[src/rtl/gpio_irq.sv]
// gpio_irq: memory-mapped GPIO with set/clear outputs, synchronised and debounced inputs,
// per-pin edge capture into a write-1-to-clear status register driving a level interrupt.
module gpio_irq #(
   parameter int BITS         = 16,
   parameter int ADDRESS_BITS = 4,
   parameter int OUT_PINS     = 4,
   parameter int IN_PINS      = 6,
   parameter int DEBOUNCE_DIV = 1200
) (
   input  logic                    CLK,
   input  logic                    RST,
   input  logic [ADDRESS_BITS-1:0] ADDRESS,
   input  logic [BITS-1:0]         DATA_IN,
   output logic [BITS-1:0]         DATA_OUT,
   input  logic                    WR,
   output logic [OUT_PINS-1:0]     PINS,
   input  logic [IN_PINS-1:0]      INPUT_PINS,
   output logic                    IRQ
);
   localparam int CW = DEBOUNCE_DIV > 1 ? $clog2(DEBOUNCE_DIV) : 1;
   localparam logic [ADDRESS_BITS-1:0] A_OUT  = ADDRESS_BITS'(0);
   localparam logic [ADDRESS_BITS-1:0] A_IN   = ADDRESS_BITS'(1);
   localparam logic [ADDRESS_BITS-1:0] A_SET  = ADDRESS_BITS'(2);
   localparam logic [ADDRESS_BITS-1:0] A_CLR  = ADDRESS_BITS'(3);
   localparam logic [ADDRESS_BITS-1:0] A_REN  = ADDRESS_BITS'(4);
   localparam logic [ADDRESS_BITS-1:0] A_FEN  = ADDRESS_BITS'(5);
   localparam logic [ADDRESS_BITS-1:0] A_STAT = ADDRESS_BITS'(6);

   logic [CW-1:0]       cnt;
   logic                tick;
   logic [OUT_PINS-1:0] out_q, d_out;
   logic [IN_PINS-1:0]  d_in, sync_a, sync_b, samp, deb, deb_prev;
   logic [IN_PINS-1:0]  rise_en, fall_en, status, rise, fall, w1c, agree;
   logic                unused_data;

   assign d_out       = DATA_IN[OUT_PINS-1:0];
   assign d_in        = DATA_IN[IN_PINS-1:0];
   assign unused_data = ^DATA_IN;
   assign tick        = cnt == CW'(DEBOUNCE_DIV - 1);
   assign agree       = ~(sync_b ^ samp);
   assign rise        = deb & ~deb_prev;
   assign fall        = ~deb & deb_prev;
   assign w1c         = (WR && ADDRESS == A_STAT) ? d_in : '0;
   assign PINS        = out_q;
   assign IRQ         = |status;

   always_ff @(posedge CLK) begin
      if (RST) begin
         cnt      <= '0;
         sync_a   <= '0;
         sync_b   <= '0;
         samp     <= '0;
         deb      <= '0;
         deb_prev <= '0;
      end else begin
         cnt      <= tick ? '0 : cnt + 1'b1;
         sync_a   <= INPUT_PINS;
         sync_b   <= sync_a;
         deb_prev <= deb;
         if (tick) begin
            samp <= sync_b;
            // only pins whose last two tick samples agree may move
            deb  <= (agree & sync_b) | (~agree & deb);
         end
      end
   end

   always_ff @(posedge CLK) begin
      if (RST) begin
         out_q   <= '0;
         rise_en <= '0;
         fall_en <= '0;
         status  <= '0;
      end else begin
         status <= (status & ~w1c) | (rise & rise_en) | (fall & fall_en);
         if (WR) begin
            out_q   <= ADDRESS == A_OUT ? d_out :
                       ADDRESS == A_SET ? out_q | d_out :
                       ADDRESS == A_CLR ? out_q & ~d_out : out_q;
            rise_en <= ADDRESS == A_REN ? d_in : rise_en;
            fall_en <= ADDRESS == A_FEN ? d_in : fall_en;
         end
      end
   end

   always_comb begin
      DATA_OUT = ADDRESS == A_OUT  ? BITS'(out_q)   :
                 ADDRESS == A_IN   ? BITS'(deb)     :
                 ADDRESS == A_REN  ? BITS'(rise_en) :
                 ADDRESS == A_FEN  ? BITS'(fall_en) :
                 ADDRESS == A_STAT ? BITS'(status)  : '0;
   end
endmodule

[config.mk]
export PLATFORM = sky130hd
export DESIGN_NAME = gpio_irq
export DESIGN_NICKNAME = d
export VERILOG_FILES = /design/src/rtl/gpio_irq.sv
export SDC_FILE = /design/constraint.sdc
export NUM_CORES = 1
export LEC_CHECK = 0
export ABC_AREA = 0
export CAP_MARGIN = 20
export CELL_PAD_IN_SITES_DETAIL_PLACEMENT = 1
export CELL_PAD_IN_SITES_GLOBAL_PLACEMENT = 1
export CORE_ASPECT_RATIO = 1.25
export CORE_MARGIN = 2
export CORE_UTILIZATION = 44
export CTS_BUF_LIST = sky130_fd_sc_hd__clkbuf_4 sky130_fd_sc_hd__clkbuf_8
export DETAILED_ROUTE_END_ITERATION = 8
export HOLD_SLACK_MARGIN = 0.02
export PLACE_DENSITY_LB_ADDON = 0.1
export SLEW_MARGIN = 10
export SYNTH_ARGS = -nofsm -noshare
export SYNTH_HDL_FRONTEND = slang
export SYNTH_SLANG_ARGS = --single-unit
[constraint.sdc]
create_clock -name CLK -period 3.1 [get_ports CLK]
set_input_delay 0.465 -clock CLK [delete_from_list [all_inputs] [get_ports CLK]]
set_output_delay 0.465 -clock CLK [all_outputs]
set_load 0.02 [all_outputs]
==> impl_results.rst, run 1 <==
.. list-table::
   :header-rows: 1

   * - Metric
     - Value
   * - Result of the run
     - completed
   * - Number of cells after detailed placement
     - 428
   * - Num ports
     - 50
   * - Deepest level of the CTS H-tree
     - 3
   * - Number of buffers inserted by post-CTS setup repair
     - 0
   * - Clock root buffer
     - sky130_fd_sc_hd__clkbuf_8
   * - Detailed Route Iter0 Violations
     - 69
   * - Max Clock Skew
     - 0.006333 ns
   * - Post-CTS Resized
     - 0
   * - Setup ws final
     - 0.2033 ns
   * - Gate Count Post-Synth
     - 326
   * - Die outline height
     - 94.56 µm
   * - Final net count
     - 382
   * - Static power due to leakage
     - 1.183 nW
   * - Maximum VDD drop
     - 0.0003361 V
   * - Number of antenna violations at the first check in global routing
     - 0
   * - Yosys warning total
     - 0
   * - Routed WL
     - 7250 µm
   * - Setup Crit Path Kind
     - in2out
   * - Count of maximum capacitance violations
     - 0
   * - Highest clock frequency the design can meet
     - 345.2 MHz
   * - Flops & latches, synth
     - 63
   * - Maximum fanout along the worst path
     - 9
   * - Worst reg2reg path startpoint
     - cnt[0]$_SDFF_PP0_
   * - Cell accounting for the most synthesized area
     - sky130_fd_sc_hd__dfxtp_1
   * - Global Route Usage Sum
     - 21.14%
   * - Clock latency on the worst-skew pair
     - 0.34 ns
   * - Final Cycle Share
     - 93.44%
   * - Per-cell via count in the routed design
     - 5.795
   * - Number of buffers inserted during clock tree synthesis
     - 9
   * - Total Die Area
     - 0.007228 mm²
   * - Length in cells of the worst reg-to-reg path
     - 4
   * - Transition time of the tightest slew-check pin
     - 0.7188 ns
   * - Avg WL per Cell
     - 16.33 µm
   * - Setup total negative slack
     - 0 ns
   * - Critical path capture point type
     - output pin
   * - Std-Cell Core Area
     - 0.006441 mm²
   * - Remaining antenna violation count after routing
     - 0
   * - Startpoint types
     - primary input
   * - Tmin final
     - 2.897 ns
   * - Data arrival, critical path
     - 2.43 ns
   * - Slew Limit Fails
     - 0
   * - Setup repair after global routing missed its margin
     - no
   * - Async SR Flop Fraction
     - 0%
   * - Seq/Total Area, Yosys
     - 43.69%
   * - Area growth from synthesis to final layout
     - 19.38%
   * - Non-filler cells in the finished layout
     - 444
   * - Input/output buffers
     - 29
   * - Number of rows created at floorplan
     - 33
   * - GPL Wtd Cong
     - 0.8068
   * - Fraction of layout instances using a drive strength above 1
     - 7.563%
   * - Library cells used by synthesis
     - 41
   * - Synth Area per Inst
     - 8.854 µm²
   * - Leftover overflow at the end of global routing
     - 0
   * - Pre-CTS setup slack
     - 0.2037 ns
   * - Clock tree from TritonCTS
     - done
   * - Number of clock sinks
     - 63
   * - First-pass GRT wire length
     - 12100 µm
   * - Pwr per Cell Area
     - 519.0 mW/mm²
   * - Finished Core Util
     - 53.50%
   * - Slew margin rel.
     - 51.98%
   * - DRC violations left
     - 0
   * - Commonest non-fill, non-tap cell in the layout
     - sky130_fd_sc_hd__dfxtp_1
   * - Count of final setup violators
     - 0
   * - Vias
     - 2573
   * - Top-area cell type share of the netlist area
     - 43.69%
   * - First-pass iteration count of the detailed router
     - 4
   * - Number of flops mapped to enable cells by yosys
     - 0
   * - Via count of the first global-routing pass
     - 2579
   * - Top library cells by usage in the layout, fill and taps aside
     - 63 x sky130_fd_sc_hd__dfxtp_1, 28 x sky130_fd_sc_hd__a21oi_1, 28 x sky130_fd_sc_hd__clkdlybuf4s50_1
   * - Post-CTS Hold Buffers
     - 0
   * - Worst hold stages
     - 1
   * - Worst Min Path Start
     - cnt[0]$_SDFF_PP0_
   * - Most instantiated flip-flop cell in the synthesis netlist
     - sky130_fd_sc_hd__dfxtp_1
   * - Overall Power
     - 1.788 mW
   * - Pin count of the biggest net entering global routing
     - 36
   * - Hold Violations, Final
     - 0
   * - HPWL Detailed
     - 5094 µm
   * - Final antenna diode count
     - 0
   * - Clock transition at the register clock pins on the worst setup and hold paths after CTS
     - 0.07 ns
   * - CP Data Required Time
     - 2.63 ns
   * - Worst Hold Endpoint
     - cnt[0]$_SDFF_PP0_
   * - Dominant cells by area after synthesis
     - sky130_fd_sc_hd__dfxtp_1 44%, sky130_fd_sc_hd__nor2b_1 5.0%, sky130_fd_sc_hd__a21oi_1 4.9%
   * - Number of buffers between clock root and the deepest sink
     - 2
   * - Initial standard-cell utilization of the core
     - 44.81%
   * - Reg-to-reg setup timing slack
     - 1.04 ns
   * - Post-synthesis instance area
     - 0.002887 mm²
   * - Min-delay worst type
     - reg2reg
   * - Horizontal die dimension
     - 76.45 µm
power breakdown:
part	internal, mW	switching, mW	leakage [nW]
Sequential	0.824	0.00978	0.511
Clock	0.514	0.311	0.120
Combinational	0.0532	0.0767	0.551
stage by stage:
step	hold WS [ns]	area [µm²]
after floorplan	0.4138	2920
after global placement	0.4171	3214
after detailed placement	0.4298	3214
after CTS	0.4507	3446
after global routing	0.4602	3446
final	0.4446	3446
Yosys cell counts (2+ instances only):
library cell / count
sky130_fd_sc_hd__o22ai_1: 4
sky130_fd_sc_hd__nand3_1: 15
sky130_fd_sc_hd__nand2b_1: 2
sky130_fd_sc_hd__o41ai_1: 6
sky130_fd_sc_hd__a31oi_1: 12
sky130_fd_sc_hd__and3_1: 6
sky130_fd_sc_hd__buf_2: 3
sky130_fd_sc_hd__clkbuf_1: 14
sky130_fd_sc_hd__or2_1: 2
sky130_fd_sc_hd__o21ai_0: 21
sky130_fd_sc_hd__or4_1: 9
sky130_fd_sc_hd__a311oi_1: 2
sky130_fd_sc_hd__xnor2_1: 2
sky130_fd_sc_hd__o31ai_1: 14
sky130_fd_sc_hd__nor2_1: 9
sky130_fd_sc_hd__nand4_1: 8
sky130_fd_sc_hd__nand3b_1: 13
sky130_fd_sc_hd__nand2_1: 13
sky130_fd_sc_hd__or3_1: 4
sky130_fd_sc_hd__inv_1: 10
sky130_fd_sc_hd__buf_4: 10
sky130_fd_sc_hd__a221o_1: 4
sky130_fd_sc_hd__a21oi_1: 28
sky130_fd_sc_hd__a2bb2oi_1: 4
sky130_fd_sc_hd__dfxtp_1: 63
sky130_fd_sc_hd__nor3b_1: 2
sky130_fd_sc_hd__mux2i_1: 10
sky130_fd_sc_hd__nor2b_1: 23
worst max-delay path by stage:
stage,slack (ns),endpoint,from,cells after the start
after floorplan,0.98,DATA_OUT[0],ADDRESS[1],5
after global placement,0.24,DATA_OUT[4],ADDRESS[1],6
final,0.20,DATA_OUT[4],ADDRESS[1],6
after global routing,0.09,DATA_OUT[5],ADDRESS[0],6
after CTS,0.20,DATA_OUT[4],ADDRESS[1],6
after detailed placement,0.20,DATA_OUT[4],ADDRESS[1],6
routing by layer:
metal | share of wire [%] | global-route usage, % | up-vias
li1 | - | - | 1241
met2 | 54 | 41.45 | 42
met1 | 42 | 22.57 | 1281
met5 | 0 | 0 | -
met3 | 2.5 | 3.537 | 9
met4 | 1.5 | 8.182 | 0
cell families after synthesis:
kind of cell,count (synthesis),share of synthesized area [%]
xor+xnor,3,0.9104
other cells,1,0.1299
simple gates,111,22.93
flops,63,43.69
fa+ha+maj,1,0.4334
buf+inv,40,6.892
compound gates,97,21.54
mux,10,3.468
final cells by class:
class	count	area, µm²
Tap cell	87	108.9
Clock inverter	3	65.06
Fill cell	776	2995
Clock buffer	13	166.4
Timing Repair Buffer	35	342.8
Sequential cell	63	1261
Inverter	11	41.29
Multi-Input combinational cell	232	1460
worst max-delay path: stages:
cell	delay, ns
sky130_fd_sc_hd__clkdlybuf4s50_1	0.53
sky130_fd_sc_hd__buf_4	0.22
sky130_fd_sc_hd__mux2i_1	0.08
sky130_fd_sc_hd__or2_1	0.21
sky130_fd_sc_hd__a311oi_1	0.26
sky130_fd_sc_hd__clkdlybuf4s50_1	0.66
Note: power is estimated with default switching activity, not from simulation.
==> run 2, diff against run 1 <==
Settings changed: SLEW_MARGIN 10 to not set.
==> results of run 2 <==
No change in the layout: final DEF, timing and power equal those of run 1.
==> run 3, diff against run 2 <==
Settings changed: CORE_ASPECT_RATIO 1.25 to not set, SETUP_SLACK_MARGIN set to 0.2.
==> run 3 against run 2 <==
  * Via count shrank 1.9%
  * Final area fell by 2.4%
  * Global-route usage shrank 1.1 points
  * Worst setup slack gained 0.082 ns
  * Die area about the same
  * Critical endpoint is now DATA_OUT[1]
  * Sequential share of layout area increased by 0.91 points
  * Clock-buffer cell count decreased by 2
  * Highest routed layer unchanged
  * Worst hold slack worse by 0.0064 ns
  * Flip-flop and latch count unchanged
  * Power down 13%
  * Critical path depth is the same
==> impl_results.rst, run 3 (synthesis results as in run 1) <==
.. list-table::
   :header-rows: 1

   * - Metric
     - Value
   * - Result of the run
     - completed (unchanged)
   * - Max Clock Skew
     - 0.005869 ns (was 0.006333 ns)
   * - Pre-CTS setup slack
     - 0.3077 ns (was 0.2037 ns)
   * - Min-delay worst type
     - reg2reg (unchanged)
   * - Slew Limit Fails
     - 0 (unchanged)
   * - Worst hold slack
     - 0.4382 ns (was 0.4446 ns)
   * - Worst hold stages
     - 1 (unchanged)
   * - Remaining antenna violation count after routing
     - 0 (unchanged)
   * - Number of rows created at floorplan
     - 29 (was 33)
   * - Static power due to leakage
     - 1.170 nW (was 1.183 nW)
   * - Leftover overflow at the end of global routing
     - 0 (unchanged)
   * - Count of maximum capacitance violations
     - 0 (unchanged)
   * - Number of cells after detailed placement
     - 420 (was 428)
   * - Setup Crit Path Kind
     - in2out (unchanged)
   * - Startpoint types
     - primary input (unchanged)
   * - Post-CTS Resized
     - 0 (unchanged)
   * - Pwr per Cell Area
     - 464.7 mW/mm² (was 519.0 mW/mm²)
   * - Count of cell instances traversed by the critical path
     - 6 (unchanged)
   * - Maximum VDD drop
     - 0.0003898 V (was 0.0003361 V)
   * - Avg WL per Cell
     - 15.95 µm (was 16.33 µm)
   * - Non-filler cells in the finished layout
     - 433 (was 444)
   * - DRC violations left
     - 0 (unchanged)
   * - Maximum fanout along the worst path
     - 8 (was 9)
   * - Maximum single-stage delay on the critical path
     - 0.59 ns (was 0.66 ns)
   * - Setup total negative slack
     - 0 ns (unchanged)
   * - Length in cells of the worst reg-to-reg path
     - 4 (unchanged)
   * - First-pass iteration count of the detailed router
     - 4 (unchanged)
   * - Number of clock sinks
     - 63 (unchanged)
   * - Number of buffers inserted by post-CTS setup repair
     - 0 (unchanged)
   * - Final cell area excluding filler cells
     - 0.003362 mm² (was 0.003446 mm²)
   * - Finished Core Util
     - 52.95% (was 53.50%)
   * - Global Route Usage Sum
     - 20.09% (was 21.14%)
   * - Overall Power
     - 1.562 mW (was 1.788 mW)
   * - Placed standard-cell area
     - 0.003204 mm² (was 0.003214 mm²)
   * - Slew margin rel.
     - 50.05% (was 51.98%)
   * - Die outline height
     - 85.00 µm (was 94.56 µm)
   * - Per-cell via count in the routed design
     - 5.829 (was 5.795)
   * - Input/output buffers
     - 29 (unchanged)
   * - Area growth from synthesis to final layout
     - 16.47% (was 19.38%)
   * - Deepest level of the CTS H-tree
     - 3 (unchanged)
   * - Routed WL
     - 6907 µm (was 7250 µm)
   * - GPL Wtd Cong
     - 0.8213 (was 0.8068)
   * - Crit path max-delay family
     - buffers and inverters (unchanged)
   * - Initial standard-cell utilization of the core
     - 45.46% (was 44.81%)
   * - Number of buffers inserted during clock tree synthesis
     - 9 (unchanged)
   * - Clock root buffer
     - sky130_fd_sc_hd__clkbuf_8 (unchanged)
   * - Final Cycle Share
     - 90.79% (was 93.44%)
   * - Via count of the first global-routing pass
     - 2448 (was 2579)
   * - Clock tree from TritonCTS
     - done (unchanged)
   * - Std-Cell Core Area
     - 0.006350 mm² (was 0.006441 mm²)
   * - Top library cells by usage in the layout, fill and taps aside
     - 63 x sky130_fd_sc_hd__dfxtp_1, 28 x sky130_fd_sc_hd__a21oi_1, 27 x sky130_fd_sc_hd__clkdlybuf4s50_1 (was 63 x sky130_fd_sc_hd__dfxtp_1, 28 x sky130_fd_sc_hd__a21oi_1, 28 x sky130_fd_sc_hd__clkdlybuf4s50_1)
   * - Highest clock frequency the design can meet
     - 355.3 MHz (was 345.2 MHz)
   * - Setup repair after global routing missed its margin
     - no (unchanged)
   * - First-pass GRT wire length
     - 11630 µm (was 12100 µm)
   * - Post-CTS Hold Buffers
     - 0 (unchanged)
   * - Met1 track demand over resource in global routing
     - 25.27% (was 22.57%)
   * - Vias
     - 2524 (was 2573)
   * - Pin count of the biggest net entering global routing
     - 35 (was 36)
   * - Hold Violations, Final
     - 0 (unchanged)
   * - Final net count
     - 384 (was 382)
   * - Most frequent CP cell
     - sky130_fd_sc_hd__clkdlybuf4s50_1 (unchanged)
   * - Final antenna diode count
     - 0 (unchanged)
   * - Clock transition at the register clock pins on the worst setup and hold paths after CTS
     - 0.06 ns (was 0.07 ns)
   * - Data arrival, critical path
     - 2.35 ns (was 2.43 ns)
   * - Worst path slowest cell
     - sky130_fd_sc_hd__clkdlybuf4s50_1 (unchanged)
   * - Critical path capture point type
     - output pin (unchanged)
   * - Fraction of layout instances using a drive strength above 1
     - 7.303% (was 7.563%)
   * - Number of antenna violations at the first check in global routing
     - 0 (unchanged)
   * - CP Data Required Time
     - 2.63 ns (about the same)
   * - Horizontal die dimension
     - 85.00 µm (was 76.45 µm)
   * - HPWL Detailed
     - 4928 µm (was 5094 µm)
   * - Total Die Area
     - 0.007224 mm² (was 0.007228 mm²)
   * - Commonest non-fill, non-tap cell in the layout
     - sky130_fd_sc_hd__dfxtp_1 (unchanged)
   * - Met3 layer usage reported by global route
     - 4.475% (was 3.537%)
   * - Cells along the critical path
     - clkdlybuf4s50_1 > buf_4 > mux2i_1 > a2bb2oi_1 > o22ai_1 > clkdlybuf4s50_1 (was clkdlybuf4s50_1 > buf_4 > mux2i_1 > or2_1 > a311oi_1 > clkdlybuf4s50_1)
   * - Critical path buffer and inverter count
     - 3 (unchanged)
   * - Count of final setup violators
     - 0 (unchanged)
   * - Detailed Route Iter0 Violations
     - 115 (was 69)
   * - Transition time of the tightest slew-check pin
     - 0.7476 ns (was 0.7188 ns)
   * - GR met2 Demand/Resource
     - 33.24% (was 41.45%)
   * - Clock latency on the worst-skew pair
     - 0.34 ns (about the same)
   * - Tmin final
     - 2.815 ns (was 2.897 ns)
   * - Setup ws final
     - 0.2855 ns (was 0.2033 ns)
   * - Num ports
     - 50 (unchanged)
   * - GR peak layer
     - met2 (unchanged)
   * - Number of buffers between clock root and the deepest sink
     - 2 (unchanged)
-- run 3: changes by cell type in the layout (fill, tap and decap cells not counted) --
cell and delta:
sky130_fd_sc_hd__clkinv_2 +1, sky130_fd_sc_hd__clkdlybuf4s50_1 -1, sky130_fd_sc_hd__buf_12 -1, sky130_fd_sc_hd__dlymetal6s2s_1 +1
sky130_fd_sc_hd__clkbuf_8 -1, sky130_fd_sc_hd__buf_4 +3, sky130_fd_sc_hd__clkbuf_4 -1, sky130_fd_sc_hd__bufinv_16 -2
-- run 3: layout make-up --
type                            count  area, µm²
Clock inverter                      2      10.01
Tap cell                           77      96.34
Sequential cell                    63       1261
Clock buffer                       11      145.1
Timing Repair Buffer               37      347.8
Fill cell                         755       2988
Inverter                           11      41.29
Multi-Input combinational cell    232       1460
-- run 3: where the power goes --
part / internal (mW) / leakage, nW / switching [mW] / total [mW]
clock: 0.305 / 0.0843 / 0.296 / 0.601
sequential: 0.824 / 0.511 / 0.00970 / 0.834
combinational: 0.0529 / 0.574 / 0.0747 / 0.128
-- run 3: per-layer routing --
metal | vias to the layer above | routed length, µm
li1 | 1239 | -
met2 | 44 | 3259
met3 | 13 | 271
met4 | 0 | 118
met1 | 1228 | 3258
met5 | - | 0
-- run 3: worst paths after layout --
path                             start                   end  slack (ns)
hold reg to reg   sync_a[5]$_SDFF_PP0_  sync_b[5]$_SDFF_PP0_        0.44
setup reg to reg     cnt[0]$_SDFF_PP0_                  flop        1.08
hold / removal    sync_a[5]$_SDFF_PP0_  sync_b[5]$_SDFF_PP0_        0.44
setup / recovery            ADDRESS[1]           DATA_OUT[1]        0.29
